===== src/rtl/fetch_ifid_stage.sv =====
// Instruction-fetch stage with IF/ID pipeline register. It owns the PC, drives the instruction-memory
// request, and handles hazard-unit stall/flush and branch/jump redirects.
module fetch_ifid_stage #(
    parameter logic [31:0] RESET_PC  = 32'h0000_0000,
    parameter logic [31:0] NOP_INSTR = 32'h0000_0013
) (
    input  logic        i_clk,
    input  logic        i_rst_n,
    input  logic        i_stall,
    input  logic        i_flush,
    input  logic        i_redirect,
    input  logic [31:0] i_redirect_pc,
    output logic        o_imem_req,
    output logic [31:0] o_imem_addr,
    input  logic [31:0] i_imem_rdata,
    input  logic        i_imem_ready,
    output logic        o_ifid_valid,
    output logic [31:0] o_ifid_pc,
    output logic [31:0] o_ifid_pc_plus4,
    output logic [31:0] o_ifid_instr,
    output logic [24:0] o_imm_bits,
    output logic        o_fetch_busy,
    output logic [1:0]  o_dbg_state
);

    // Memory handshake: o_imem_req/o_imem_addr stay stable from assertion until a cycle in which
    // i_imem_ready is high; that cycle completes the request and i_imem_rdata is sampled.
    typedef enum logic [1:0] {
        S_BOOT  = 2'd0,
        S_FETCH = 2'd1,
        S_HOLD  = 2'd2,
        S_DROP  = 2'd3
    } state_t;

    state_t      state_q, state_d;
    logic [31:0] pc_q, pc_d;
    logic [31:0] buf_q, buf_d;
    logic [31:0] tgt_q, tgt_d;
    logic        ifid_valid_q, ifid_valid_d;
    logic [31:0] ifid_pc_q, ifid_pc_d;
    logic [31:0] ifid_pc4_q, ifid_pc4_d;
    logic [31:0] ifid_instr_q, ifid_instr_d;
    logic [31:0] pc_plus4;
    logic [31:0] redirect_pc;

    assign pc_plus4    = pc_q + 32'd4;
    assign redirect_pc = {i_redirect_pc[31:2], 2'b00};

    always_comb begin
        state_d      = state_q;
        pc_d         = pc_q;
        buf_d        = buf_q;
        tgt_d        = tgt_q;
        ifid_valid_d = ifid_valid_q;
        ifid_pc_d    = ifid_pc_q;
        ifid_pc4_d   = ifid_pc4_q;
        ifid_instr_d = ifid_instr_q;

        case (state_q)
            S_BOOT: state_d = S_FETCH;
            S_FETCH: begin
                if (i_redirect) begin
                    ifid_valid_d = 1'b0;
                    ifid_instr_d = NOP_INSTR;
                    buf_d        = NOP_INSTR;
                    if (!i_imem_ready) begin
                        tgt_d   = redirect_pc;
                        state_d = S_DROP;
                    end else begin
                        pc_d = redirect_pc;
                    end
                end else if (i_imem_ready) begin
                    if (!i_stall) begin
                        ifid_valid_d = 1'b1;
                        ifid_pc_d    = pc_q;
                        ifid_pc4_d   = pc_plus4;
                        ifid_instr_d = i_imem_rdata;
                        pc_d         = pc_plus4;
                    end else begin
                        buf_d   = i_imem_rdata;
                        state_d = S_HOLD;
                    end
                end
            end
            S_HOLD: begin
                if (i_redirect) begin
                    ifid_valid_d = 1'b0;
                    ifid_instr_d = NOP_INSTR;
                    buf_d        = NOP_INSTR;
                    pc_d         = redirect_pc;
                    state_d      = S_FETCH;
                end else if (!i_stall) begin
                    ifid_valid_d = 1'b1;
                    ifid_pc_d    = pc_q;
                    ifid_pc4_d   = pc_plus4;
                    ifid_instr_d = buf_q;
                    pc_d         = pc_plus4;
                    state_d      = S_FETCH;
                end
            end
            S_DROP: begin
                // The stale request must still complete; only then does fetch restart at the target.
                if (i_redirect) begin
                    tgt_d = redirect_pc;
                end
                if (i_imem_ready) begin
                    pc_d    = i_redirect ? redirect_pc : tgt_q;
                    state_d = S_FETCH;
                end
            end
            default: state_d = S_BOOT;
        endcase

        if (i_flush) begin
            ifid_valid_d = 1'b0;
            ifid_instr_d = NOP_INSTR;
        end
    end

    always_ff @(posedge i_clk or negedge i_rst_n) begin
        if (!i_rst_n) begin
            state_q      <= S_BOOT;
            pc_q         <= RESET_PC;
            buf_q        <= NOP_INSTR;
            tgt_q        <= 32'd0;
            ifid_valid_q <= 1'b0;
            ifid_pc_q    <= 32'd0;
            ifid_pc4_q   <= 32'd0;
            ifid_instr_q <= NOP_INSTR;
        end else begin
            state_q      <= state_d;
            pc_q         <= pc_d;
            buf_q        <= buf_d;
            tgt_q        <= tgt_d;
            ifid_valid_q <= ifid_valid_d;
            ifid_pc_q    <= ifid_pc_d;
            ifid_pc4_q   <= ifid_pc4_d;
            ifid_instr_q <= ifid_instr_d;
        end
    end

    assign o_imem_req      = (state_q == S_FETCH) || (state_q == S_DROP);
    assign o_imem_addr     = {pc_q[31:2], 2'b00};
    assign o_fetch_busy    = o_imem_req && !i_imem_ready;
    assign o_ifid_valid    = ifid_valid_q;
    assign o_ifid_pc       = ifid_pc_q;
    assign o_ifid_pc_plus4 = ifid_pc4_q;
    assign o_ifid_instr    = ifid_instr_q;
    assign o_imm_bits      = ifid_instr_q[31:7];
    assign o_dbg_state     = state_q;

endmodule

===== config.mk =====
export PLATFORM = sky130hd
export DESIGN_NAME = fetch_ifid_stage
export DESIGN_NICKNAME = d
export VERILOG_FILES = /design/src/rtl/fetch_ifid_stage.sv
export SDC_FILE = /design/constraint.sdc
export NUM_CORES = 1
export LEC_CHECK = 0
export BUFFER_PORTS_ARGS = -buffer_cell sky130_fd_sc_hd__buf_2
export CAP_MARGIN = 20
export CELL_PAD_IN_SITES_DETAIL_PLACEMENT = 1
export CELL_PAD_IN_SITES_GLOBAL_PLACEMENT = 2
export CORE_MARGIN = 5
export CORE_UTILIZATION = 35
export CTS_CLUSTER_SIZE = 28
export DETAILED_ROUTE_END_ITERATION = 7
export PLACE_DENSITY = 0.93
export SYNTH_ARGS = -nofsm -noshare
export SYNTH_HDL_FRONTEND = slang
export SYNTH_SLANG_ARGS = --single-unit

===== constraint.sdc =====
create_clock -name i_clk -period 5.8 [get_ports i_clk]
set_input_delay 1.45 -clock i_clk [delete_from_list [all_inputs] [get_ports i_clk]]
set_output_delay 1.45 -clock i_clk [all_outputs]
set_load 0.05 [all_outputs]

; ---- Word level (Yosys, flattened, before mapping)
; Index checks and enable logic that the tools add are counted.
; W data, S select, Z words.
[totals]
ff_bits = 195
latchBits = 0
ram_bits = 0
romBits = 0
memories = 0
[classes]
addsub = 1
mul = 0
div_mod_pow = 0
order_cmp = 0
eq_ne = 17
shifts = 0
muxes = 47
bitwise = 0
reduce_logical = 15
[ops]
columns = op, count
row1 = $mux W32, 27
row2 = $pmux W32 S2, 5
row3 = $pmux W32 S3, 1
row4 = $add A32 B3 Y32 const B, 1
row5 = $mux W2, 7
row6 = $ne A2 B2 Y1 const B, 7
row7 = $ne A3 B3 Y1 const B, 4
row8 = $ne A4 B4 Y1 const B, 3
row9 = $reduce_and A4 Y1, 3
row10 = $pmux W2 S4, 1
row11 = $reduce_and A3 Y1, 2
row12 = $reduce_bool A3 Y1, 2
row13 = $mux W1, 5
row14 = $reduce_and A5 Y1, 1
row15 = $eq A2 B2 Y1 const B, 2
row16 = $reduce_bool A2 Y1, 2
row17 = $eq A2 B1 Y1 const B, 1
row18 = $logic_not A2 Y1, 1
row19 = $pmux W1 S2, 1
row20 = $reduce_and A2 Y1, 1
row21 = $logic_and A1 B1 Y1, 1
row22 = $logic_not A1 Y1, 1
row23 = $logic_or A1 B1 Y1, 1

; ---- Longest topological paths before layout
; Gate-level depths: netlist of the first run.
[depth]
depth_word = 5
depth_mapped = 9
ltp_nobuf = 5

; ---- Worst setup path before layout of the first run
; OpenSTA, ideal clock, no wires.
[synth_path]
kind = register to output
start = register state_q[0] (netlist: o_dbg_state[0])
end = output o_fetch_busy
arrival_ns = 2.206
path_slack_ns = 2.144
path_stages_with_launch = 5
path_buffers = 3
path_cell_list = dfrtp_1 -> clkbuf_1 -> clkbuf_1 -> buf_1 -> nor2b_1
[synth_between]
elab_chain_cells = 3
word_cells_on_any_way = 4
cone_classes = eq/ne: 2 / reduce/logical: 2
[synth_rtl]
columns = element, line_no
row1 = from (decl), 35  ; state_t state_q, state_d;
row2 = from (signal assigned), 131  ; state_q <= state_d;
row3 = $eq A2 B1 Y1 or $eq A2 B2 Y1 (tied branches), 142  ; assign o_imem_req = (state_q == S_FETCH) || (state_q == S_DROP);
row4 = $logic_or A1 B1 Y1 (*), 142
row5 = $logic_and A1 B1 Y1 (*), 144  ; assign o_fetch_busy = o_imem_req && !i_imem_ready;
row6 = to (decl), 22  ; output logic o_fetch_busy,
; Mark *: on every way between the ends. The rest lies on a longest branch, timed or not.

; ---- Worst setup path after layout of the first run
[layout_path]
start = input i_imem_ready
end = output o_fetch_busy
[layout_between]
elab_chain_cells = 2
[layout_rtl]
columns = element, line_no
row1 = from (decl), 16  ; input logic i_imem_ready,
row2 = $logic_not A1 Y1, 144
row3 = $logic_and A1 B1 Y1, 144
; No other way between the ends.

==> insert_results.sql, run 1 <==
INSERT INTO impl_metrics (metric_group, metric, value, unit) VALUES
('status', 'run_status', 'finished clean', ''),
('sta', 'setup_ws', '2.29', 'ns'),
('yosys', 'ys_top_cells_by_area', 'dfrtp_1, nand2_1, mux2_2', ''),
('global_route', 'first_global_vias', '8500', ''),
('clocking', 'tritoncts_clock_tree', 'yes', ''),
('place', 'dpl_worst_slack', '2.01', 'ns'),
('clocking', 'cts.sink_count', '193', ''),
('clocking', 'cts_max_level', '4', ''),
('floorplan', 'core', '0.0268', 'mm2'),
('yosys', 'yosysMostFrequentCell', 'nand2_1', ''),
('job', 'cap_viol_max_count', '0', ''),
('pwr', 'p_clk_share', '25.0', '%'),
('floorplan', 'die_x', '175', 'um'),
('clocking', 'post-cts-setup-buffers', '0', ''),
('global_route', 'global_route_wire_length_before_repair', '47400', 'um'),
('layout', 'finalInstanceArea', '0.0112', 'mm2'),
('yosys', 'synth_async_sr_flop_share', '100', '%'),
('pwr', 'ir_drop', '162', 'uV'),
('critical_path', 'rrSetupSlack', '2.86', 'ns'),
('floorplan', 'dieHeight', '175', 'um'),
('critical_path', 'type_of_origin_of_the_critical_path', 'input port', ''),
('sta', 'tightest_slew', '0.995', 'ns'),
('critical_path', 'crit_cells', '3', ''),
('yosys', 'post_synth_inst_count', '984', ''),
('global_route', 'overflow', '0', ''),
('layout', 'synthToLayoutAreaGrowth', '18.6', '%'),
('critical_path', 'crit_slowest_cell', 'buf_2', ''),
('sta', 'slew-limit-headroom', '33.5', '%'),
('yosys', 'synth_top_cells_by_count', 'nand2_1, dfrtp_1, o21ai_0', ''),
('pwr', 'power.share.sequential', '39.4', '%'),
('yosys', 'synth_top_area_cell', 'dfrtp_1', ''),
('critical_path', 'cpPeakStageDelay', '0.29', 'ns'),
('sta', 'min_period', '3.51', 'ns'),
('clocking', 'clkSlewWorstSetupHoldPaths', '0.09', 'ns'),
('pwr', 'net_switching_component_of_the_power', '2.21', 'mW'),
('critical_path', 'worst-path-buf-inv', '2', ''),
('hold_path', 'hold_path.startpoint', 'o_ifid_pc[13]', ''),
('clocking', 'clock_tree.root_cell', 'clkbuf_16', ''),
('route', 'routed_wl', '29300', 'um'),
('critical_path', 'cp_data_required_time', '4.35', 'ns'),
('critical_path', 'critPathArrivalTime', '2.06', 'ns'),
('critical_path', 'timing.critical_path.cells', 'buf_2 -> nor2b_1 -> buf_2', ''),
('clocking', 'cts_inserted_buffers', '17', ''),
('global_route', 'grt_max_degree', '105', ''),
('sta', 'drv_slew', '0', ''),
('yosys', 'ys_ff_latch', '193', ''),
('pwr', 'switching_share', '45.5', '%'),
('floorplan', 'overall_die_area', '0.0305', 'mm2'),
('sta', 'report.final.hold_viol_count', '0', ''),
('critical_path', 'cp_max_fo', '7', ''),
('clocking', 'cts-hold-fix-buffers', '0', ''),
('global_route', 'antenna_violations_before_repair', '2', ''),
('route', 'num_vias', '8027', ''),
('route', 'postRouteAntennaNets', '0', ''),
('floorplan', 'initial_utilization', '35.4', '%'),
('route', 'dr.pass1.iters', '4', ''),
('floorplan', 'row_count', '60', ''),
('yosys', 'ys_types', '66', ''),
('global_route', 'track_usage', '19.1', '%'),
('layout', 'layout.filler_cells', '3122', ''),
('clocking', 'clock_path_buffers', '2', ''),
('route', 'viasPerCell', '5.38', ''),
('floorplan', 'floorplan.io_pins', '228', ''),
('yosys', 'yosysWarnings', '0', ''),
('place', 'io_buffers', '223', ''),
('sta', 'clock_skew', '0.0172', 'ns'),
('pwr', 'combPwrFrac', '35.6', '%'),
('sta', 'setup_total_negative_slack', '0', 'ns'),
('route', 'drcViolationCount', '0', ''),
('critical_path', 'startpoint', 'i_imem_ready', ''),
('critical_path', 'setup.worst_path.end_class', 'output pin', '');
-- kinds of logic after synthesis --
kind of cell             count (synthesis)  synth area share, %
AND/OR/NAND/NOR                        392                 19.4
XOR/XNOR                                14                 1.29
other                                    1               0.0396
flip-flops                             193                 51.1
multiplexers                            69                 8.12
buffers and inverters                  116                 6.80
adder cells (fa/ha/maj)                  1                0.132
AO/OA/AOI/OAI                          198                 13.2
-- metrics by stage --
stage,util (%),instances
2_1_floorplan,-,985
3_3_place_gp,39.5,1456
3_5_place_dp,39.5,1457
4_1_cts,41.8,1489
5_1_grt,41.9,1491
6_report,41.9,1493
-- state kept, by name (all words and copies together) (netlist names) --
register         cells
buf_q               32
o_ifid_pc_plus4     32
o_ifid_pc           30
tgt_q               32
pc_q                32
o_ifid_instr        32
o_ifid_valid         1
o_dbg_state          2
-- cell usage in the layout (no fill, tap or decap), drive strengths merged, types with 10 or more instances in the layout --
cell / Yosys / final
nor3: 11 / 11
and3: 22 / 22
o211ai: 20 / 20
o311ai: 10 / 10
clkbuf: 54 / 18
buf: 55 / 241
nand3: 53 / 53
nor2: 26 / 26
inv: 7 / 12
o21ai: 76 / 76
mux2: 63 / 63
or4: 10 / 10
dfrtp: 187 / 187
xnor2: 11 / 11
nand4: 18 / 18
a21oi: 43 / 43
nand2: 222 / 222
-- metal layers --
metal | up-vias | GRT usage, % | wire length, um
met5 | - | 0 | 27
met2 | 231 | 31.1 | 13700
met4 | 4 | 3.73 | 347
li1 | 3735 | - | -
met3 | 25 | 4.76 | 1720
met1 | 4032 | 26.1 | 13400
-- area by class of cell --
class	count	area, um2	area share, %
tap	341	427	3.80
timing repair buffer	242	1290	11.5
clock inverter	15	185	1.65
multi-input combinational	676	4040	36.0
antenna	2	5.00	0.0445
clock buffer	17	425	3.79
inverter	7	26.3	0.234
sequential	193	4840	43.1
-- worst register-to-register path, cell delays in order, from the launching register on --
cell,delay (ns)
dfrtp_1,0.55
ha_1,0.28
and2_1,0.28
nand4_1,0.71
or4b_2,0.93
o211ai_1,0.11
-- worst max path at each step --
stage / endpoint
floorplan: o_fetch_busy
global placement: o_ifid_instr[5]
detailed placement: o_ifid_pc_plus4[12]
CTS: o_fetch_busy
global route: o_fetch_busy
finish: o_fetch_busy
-- power groups by stage --
stage               clock, mW  combinational (mW)  sequential, mW
global route             1.31                1.84            1.97
global placement            0                1.71            1.92
floorplan                   0               0.585            2.62
detailed placement          0                1.74            1.94
CTS                      1.25                1.74            1.92
finish                   1.22                1.73            1.92
Note: power is estimated with default switching activity, not from simulation.
==> run 2, diff against run 1 <==
- CORE_UTILIZATION: 35 -> 30
- PLACE_DENSITY: 0.93 -> 0.85
- clock period: 5.8 -> 3.2 ns (I/O delays scaled with it)
==> run 2 against run 1 <==
Die area increased by 16%. Sequential cell count unchanged. Design area increased by 1.9%. Critical path depth shrank 1. Via count about the same. Register-to-register slack worse by 2.0 ns. Non-clock buffer count increased by 13. Power rose by 84%. Core utilization fell by 5.4 points. Critical endpoint unchanged. Largest power group unchanged.
==> insert_results.sql, run 2 (synthesized netlist as in run 1, its figures left out) <==
INSERT INTO impl_metrics (metric_group, metric, value, unit) VALUES
('status', 'run_status', 'finished clean', ''),
('clocking', 'clock_tree.root_cell', 'clkbuf_16', ''),
('pwr', 'p_leak', '5.44', 'nW'),
('critical_path', 'family_with_the_most_delay_on_the_worst_path', 'flip-flops', ''),
('clocking', 'clkSlewWorstSetupHoldPaths', '0.08', 'ns'),
('sta', 'report.final.hold_viol_count', '0', ''),
('clocking', 'cts_inserted_buffers', '17', ''),
('critical_path', 'type_of_origin_of_the_critical_path', 'flop', ''),
('critical_path', 'timing.critical_path.cells', 'nor2b_1 -> buf_2', ''),
('clocking', 'cts_max_level', '4', ''),
('global_route', 'track_usage', '17.1', '%'),
('global_route', 'antenna_violations_before_repair', '3', ''),
('hold_path', 'min-delay-path-class', 'input port to async pin', ''),
('floorplan', 'initial_utilization', '30.2', '%'),
('critical_path', 'reg2reg_depth', '6', ''),
('layout', 'utilization', '36.5', '%'),
('pwr', 'cellPowerDensity', '780', 'mW/mm2'),
('floorplan', 'floorplan.io_pins', '228', ''),
('sta', 'setup_total_negative_slack', '0', 'ns'),
('place', 'routabilityCongestion', '0.784', ''),
('critical_path', 'critPathArrivalTime', '1.58', 'ns'),
('pwr', 'ir_drop', '331', 'uV'),
('clocking', 'clock_path_buffers', '2', ''),
('clocking', 'tritoncts_clock_tree', 'yes', ''),
('clocking', 'post-cts-setup-buffers', '0', ''),
('route', 'detail_route.iter0.violations', '434', ''),
('critical_path', 'cp_max_fo', '14', ''),
('clocking', 'cts-hold-fix-buffers', '0', ''),
('sta', 'maxClockFrequency', '420', 'MHz'),
('route', 'routed_wl', '30200', 'um'),
('floorplan', 'overall_die_area', '0.0352', 'mm2'),
('critical_path', 'cp_data_required_time', '2.40', 'ns'),
('global_route', 'global_route_wire_length_before_repair', '48700', 'um'),
('route', 'drcViolationCount', '0', ''),
('clocking', 'cts.sink_count', '193', ''),
('global_route', 'grt_max_degree', '59', ''),
('clocking', 'cts-resized-gates', '0', ''),
('critical_path', 'crit_slowest_cell', 'dfrtp_1', ''),
('floorplan', 'row_count', '65', ''),
('critical_path', 'cpPeakStageDelay', '0.63', 'ns'),
('job', 'cap_viol_max_count', '0', ''),
('critical_path', 'criticalPathCategory', 'flop to output pin', ''),
('route', 'viasPerCell', '5.12', ''),
('route', 'detail_route.wl_per_cell', '19.3', 'um'),
('layout', 'layout_common_cells', 'nand2_1, buf_2, dfrtp_1, o21ai_0, mux2_2', ''),
('floorplan', 'die_x', '188', 'um'),
('clocking', 'clk_latency_worst_skew_pair', '0.45', 'ns'),
('sta', 'final.period_utilization', '74.3', '%'),
('route', 'postRouteAntennaNets', '0', ''),
('critical_path', 'worst-path-buf-inv', '1', ''),
('sta', 'setup_viol_count_final', '0', ''),
('sta', 'rsz0062_at_grt', 'no', ''),
('floorplan', 'core', '0.0314', 'mm2'),
('sta', 'clock_skew', '0.0116', 'ns'),
('sta', 'slew-limit-headroom', '60.5', '%'),
('layout', 'fin_nets', '1221', ''),
('global_route', 'overflow', '0', ''),
('route', 'num_vias', '8029', ''),
('critical_path', 'setup.worst_path.end_class', 'output pin', ''),
('sta', 'min_period', '2.38', 'ns'),
('critical_path', 'crit_cells', '2', ''),
('place', 'place_hpwl', '21000', 'um'),
('sta', 'tightest_slew', '0.588', 'ns'),
('floorplan', 'dieHeight', '188', 'um'),
('pwr', 'totalPowerFinal', '8.94', 'mW'),
('route', 'dr.pass1.iters', '5', ''),
('layout', 'drive_gt1_share', '32.5', '%'),
('sta', 'drv_slew', '0', ''),
('global_route', 'first_global_vias', '8477', ''),
('place', 'io_buffers', '223', ''),
('layout', 'synthToLayoutAreaGrowth', '20.9', '%');
[run 2: final timing paths]
| kind | start | end | slack (ns) |
|---|---|---|---|
| max reg2reg | pc_q[2] | pc_q[30] | 0.83 |
| max | o_dbg_state[0] | o_fetch_busy | 0.82 |
| min | i_rst_n | o_ifid_pc[10] | 0.34 |
| min reg2reg | o_ifid_pc[25] | o_ifid_pc[25] | 0.47 |
| min in group i_clk | o_ifid_pc[25] | o_ifid_pc[25] | 0.47 |
| max in group asynchronous | i_rst_n | o_ifid_instr[24] | 2.14 |
[run 2: worst register-to-register path, cell delays in order (launching register included)]
cell      delay, ns
dfrtp_1        0.55
ha_1           0.29
and2_1         0.26
nand4_1        0.11
buf_4          0.22
or4b_2         0.73
o211ai_1       0.13
[run 2: per-stage QoR]
step                      std cells  hold WS (ns)  setup slack, ns  cell area (um2)
after floorplan                 985         0.439            0.194             9480
after global placement         1533         0.453            0.587            10800
after global routing           1565         0.350            0.617            11400
after detailed placement       1533         0.458            0.510            10800
after CTS                      1565         0.342            0.760            11400
final                          1567         0.339            0.821            11500
[run 2: report_power, final]
part	internal, mW	total (mW)	switching (mW)
Sequential	2.97	3.46	0.491
Combinational	0.785	3.17	2.39
Clock	1.26	2.30	1.04
[run 2: cell type report]
type | count | area, um2
Inverter | 7 | 26.3
Antenna cell | 2 | 5.00
Clock buffer | 17 | 425
Clock inverter | 15 | 194
Timing Repair Buffer | 255 | 1420
Tap cell | 402 | 503
Multi-Input combinational cell | 676 | 4050
Fill cell | 3647 | 19900
Sequential cell | 193 | 4840
[run 2: per-layer routing]
metal / share of wire, % / GRT usage, %
met1: 46 / 23.1
met2: 47 / 28.0
met3: 6.1 / 4.84
met4: 0.62 / 2.68
met5: 0.10 / 0
==> run 3, diff against run 2 <==
- CORE_UTILIZATION: 30 -> 33
- PLACE_DENSITY: 0.85 -> 0.89
- clock period: 3.2 -> 2.3 ns (I/O delays scaled with it)
==> run 3 against run 2 <==
Design area rose by 2.3%. Setup slack got worse by 0.67 ns. Worst hold slack got worse by 0.26 ns. Register-to-register slack got worse by 0.68 ns. Via count rose by 1.5%. Combinational power rose by 51%. Clock skew rose by 0.0078 ns. Die area fell by 8.6%. First-iteration DRC count rose by 5.8%. Sequential cell count did not move.
==> insert_results.sql, run 3 (synthesized netlist as in run 1, its figures left out) <==
INSERT INTO impl_metrics (metric_group, metric, value, unit) VALUES
('place', 'dpl_worst_slack', '0.101', 'ns'),
('sta', 'slew-limit-headroom', '44.3', '%'),
('critical_path', 'cp_max_fo', '13', ''),
('clocking', 'tritoncts_clock_tree', 'yes', ''),
('sta', 'maxClockFrequency', '466', 'MHz'),
('sta', 'setup_ws', '0.153', 'ns'),
('clocking', 'cts-hold-fix-buffers', '0', ''),
('sta', 'report.final.hold_viol_count', '0', ''),
('layout', 'layout_common_cells', 'nand2_1, buf_2, dfrtp_1, o21ai_0, mux2_2', ''),
('layout', 'utilization', '41.0', '%'),
('pwr', 'ir_drop', '412', 'uV'),
('global_route', 'grt_max_degree', '59', ''),
('pwr', 'internal-power', '6.88', 'mW'),
('pwr', 'p_leak', '5.61', 'nW'),
('global_route', 'global_route_wire_length_before_repair', '49300', 'um'),
('clocking', 'cts_inserted_buffers', '17', ''),
('layout', 'synthToLayoutAreaGrowth', '23.6', '%'),
('status', 'run_status', 'finished clean', ''),
('pwr', 'power.share.sequential', '37.5', '%'),
('global_route', 'first_global_vias', '8561', ''),
('floorplan', 'dieHeight', '179', 'um'),
('route', 'viasPerCell', '5.16', ''),
('sta', 'clock_skew', '0.0195', 'ns'),
('clocking', 'post-cts-setup-buffers', '0', ''),
('place', 'place_area', '0.0111', 'mm2'),
('sta', 'min_period', '2.15', 'ns'),
('route', 'dr.pass1.iters', '4', ''),
('layout', 'finalInstanceArea', '0.0117', 'mm2'),
('route', 'num_vias', '8149', ''),
('sta', 'tightest_slew', '0.835', 'ns'),
('route', 'postRouteAntennaNets', '0', ''),
('critical_path', 'critPathArrivalTime', '2.52', 'ns'),
('clocking', 'clock_tree.root_cell', 'clkbuf_16', ''),
('place', 'place_hpwl', '21300', 'um'),
('floorplan', 'initial_utilization', '33.2', '%'),
('layout', 'drive_gt1_share', '34.4', '%'),
('global_route', 'overflow', '0', ''),
('floorplan', 'die_x', '179', 'um'),
('pwr', 'p_clk_share', '24.0', '%'),
('clocking', 'clk_latency_worst_skew_pair', '0.44', 'ns'),
('critical_path', 'cp_data_required_time', '2.67', 'ns'),
('clocking', 'clock_path_buffers', '2', ''),
('clocking', 'clkSlewWorstSetupHoldPaths', '0.08', 'ns'),
('floorplan', 'core', '0.0285', 'mm2'),
('hold_path', 'min-delay-path-class', 'input port to async pin', ''),
('route', 'detail_route.wl_per_cell', '19.3', 'um'),
('route', 'routed_wl', '30500', 'um'),
('layout', 'n_antenna_cell', '0', ''),
('clocking', 'cts_max_level', '4', ''),
('pwr', 'cellPowerDensity', '1060', 'mW/mm2'),
('floorplan', 'overall_die_area', '0.0322', 'mm2'),
('sta', 'drv_slew', '0', ''),
('global_route', 'track_usage', '18.7', '%'),
('floorplan', 'row_count', '62', ''),
('route', 'drcViolationCount', '0', ''),
('critical_path', 'criticalPathCategory', 'flop to flop', ''),
('critical_path', 'setup.worst_path.end_class', 'flop', ''),
('sta', 'final.period_utilization', '93.4', '%'),
('clocking', 'cts.sink_count', '193', ''),
('clocking', 'cts-resized-gates', '0', ''),
('sta', 'setup_total_negative_slack', '0', 'ns'),
('critical_path', 'type_of_origin_of_the_critical_path', 'flop', ''),
('critical_path', 'critical_path.reg2reg.endpoint', 'pc_q[31]', ''),
('layout', 'fin_nets', '1254', ''),
('place', 'routabilityCongestion', '0.818', ''),
('sta', 'setup_viol_count_final', '0', ''),
('floorplan', 'floorplan.io_pins', '228', ''),
('place', 'io_buffers', '223', ''),
('critical_path', 'rrSetupSlack', '0.15', 'ns'),
('pwr', 'net_switching_component_of_the_power', '5.53', 'mW'),
('sta', 'rsz0062_at_grt', 'no', ''),
('global_route', 'antenna_violations_before_repair', '2', ''),
('job', 'cap_viol_max_count', '0', ''),
('route', 'detail_route.iter0.violations', '459', ''),
('sta', 'finalHoldWorstSlack', '0.0840', 'ns'),
('pwr', 'switching_share', '44.6', '%'),
('pwr', 'combPwrFrac', '38.5', '%'),
('critical_path', 'r2r-start', 'pc_q[20]', ''),
('critical_path', 'reg2reg_depth', '4', '');
run 3: cell types whose count changed in the layout (fill, tap and decap cells not counted), sizes merged:
cell      change
buf          +33
bufinv        -3
clkbuf        +2
clkinv        +6
clkinvlp      -2
diode         -2
inv           -3
run 3: critical path: stages (launching register included):
cell and delay (ns):
dfrtp_1 0.50, nand4_2 0.28, or2_2 0.49, or4b_2 0.71, nand4_1 0.11
run 3: worst max-delay path by stage:
stage	to	from	slack [ns]
after floorplan	pc_q[21]	pc_q[6]	0.008
after detailed placement	pc_q[20]	i_redirect	0.10
after global routing	pc_q[31]	pc_q[20]	0.02
after global placement	pc_q[21]	i_redirect	0.14
after CTS	o_imem_req	o_dbg_state[0]	0.14
final	pc_q[31]	pc_q[20]	0.15
run 3: layout make-up:
cell class | count | area [um2]
fill | 3329 | 16800
timing repair buffer | 288 | 1740
sequential | 193 | 4840
clock inverter | 13 | 123
tap | 384 | 480
multi-input combinational | 676 | 4050
clock buffer | 19 | 453
inverter | 7 | 26.3
run 3: power by group through the flow:
| stage | Combinational, mW | Clock (mW) | Sequential (mW) |
|---|---|---|---|
| after floorplan | 1.48 | 0 | 6.60 |
| after global placement | 4.75 | 0 | 4.68 |
| after detailed placement | 4.82 | 0 | 4.72 |
| after CTS | 4.84 | 3.03 | 4.66 |
| after global routing | 5.09 | 3.20 | 4.76 |
| final | 4.78 | 2.97 | 4.65 |
run 3: per-layer routing:
layer	vias to the layer above	part of all wire, %	global-route usage (%)
li1	3827	-	-
met1	4055	46	25.9
met2	236	47	30.7
met3	27	6.0	4.26
met4	4	0.88	3.35
met5	-	0.069	0
run 3: through the flow:
step | total power [mW] | instances
finish | 12.4 | 1580
global route | 13.0 | 1580
CTS | 12.5 | 1580
detailed placement | 9.54 | 1548
global placement | 9.43 | 1548
floorplan | 8.07 | 985
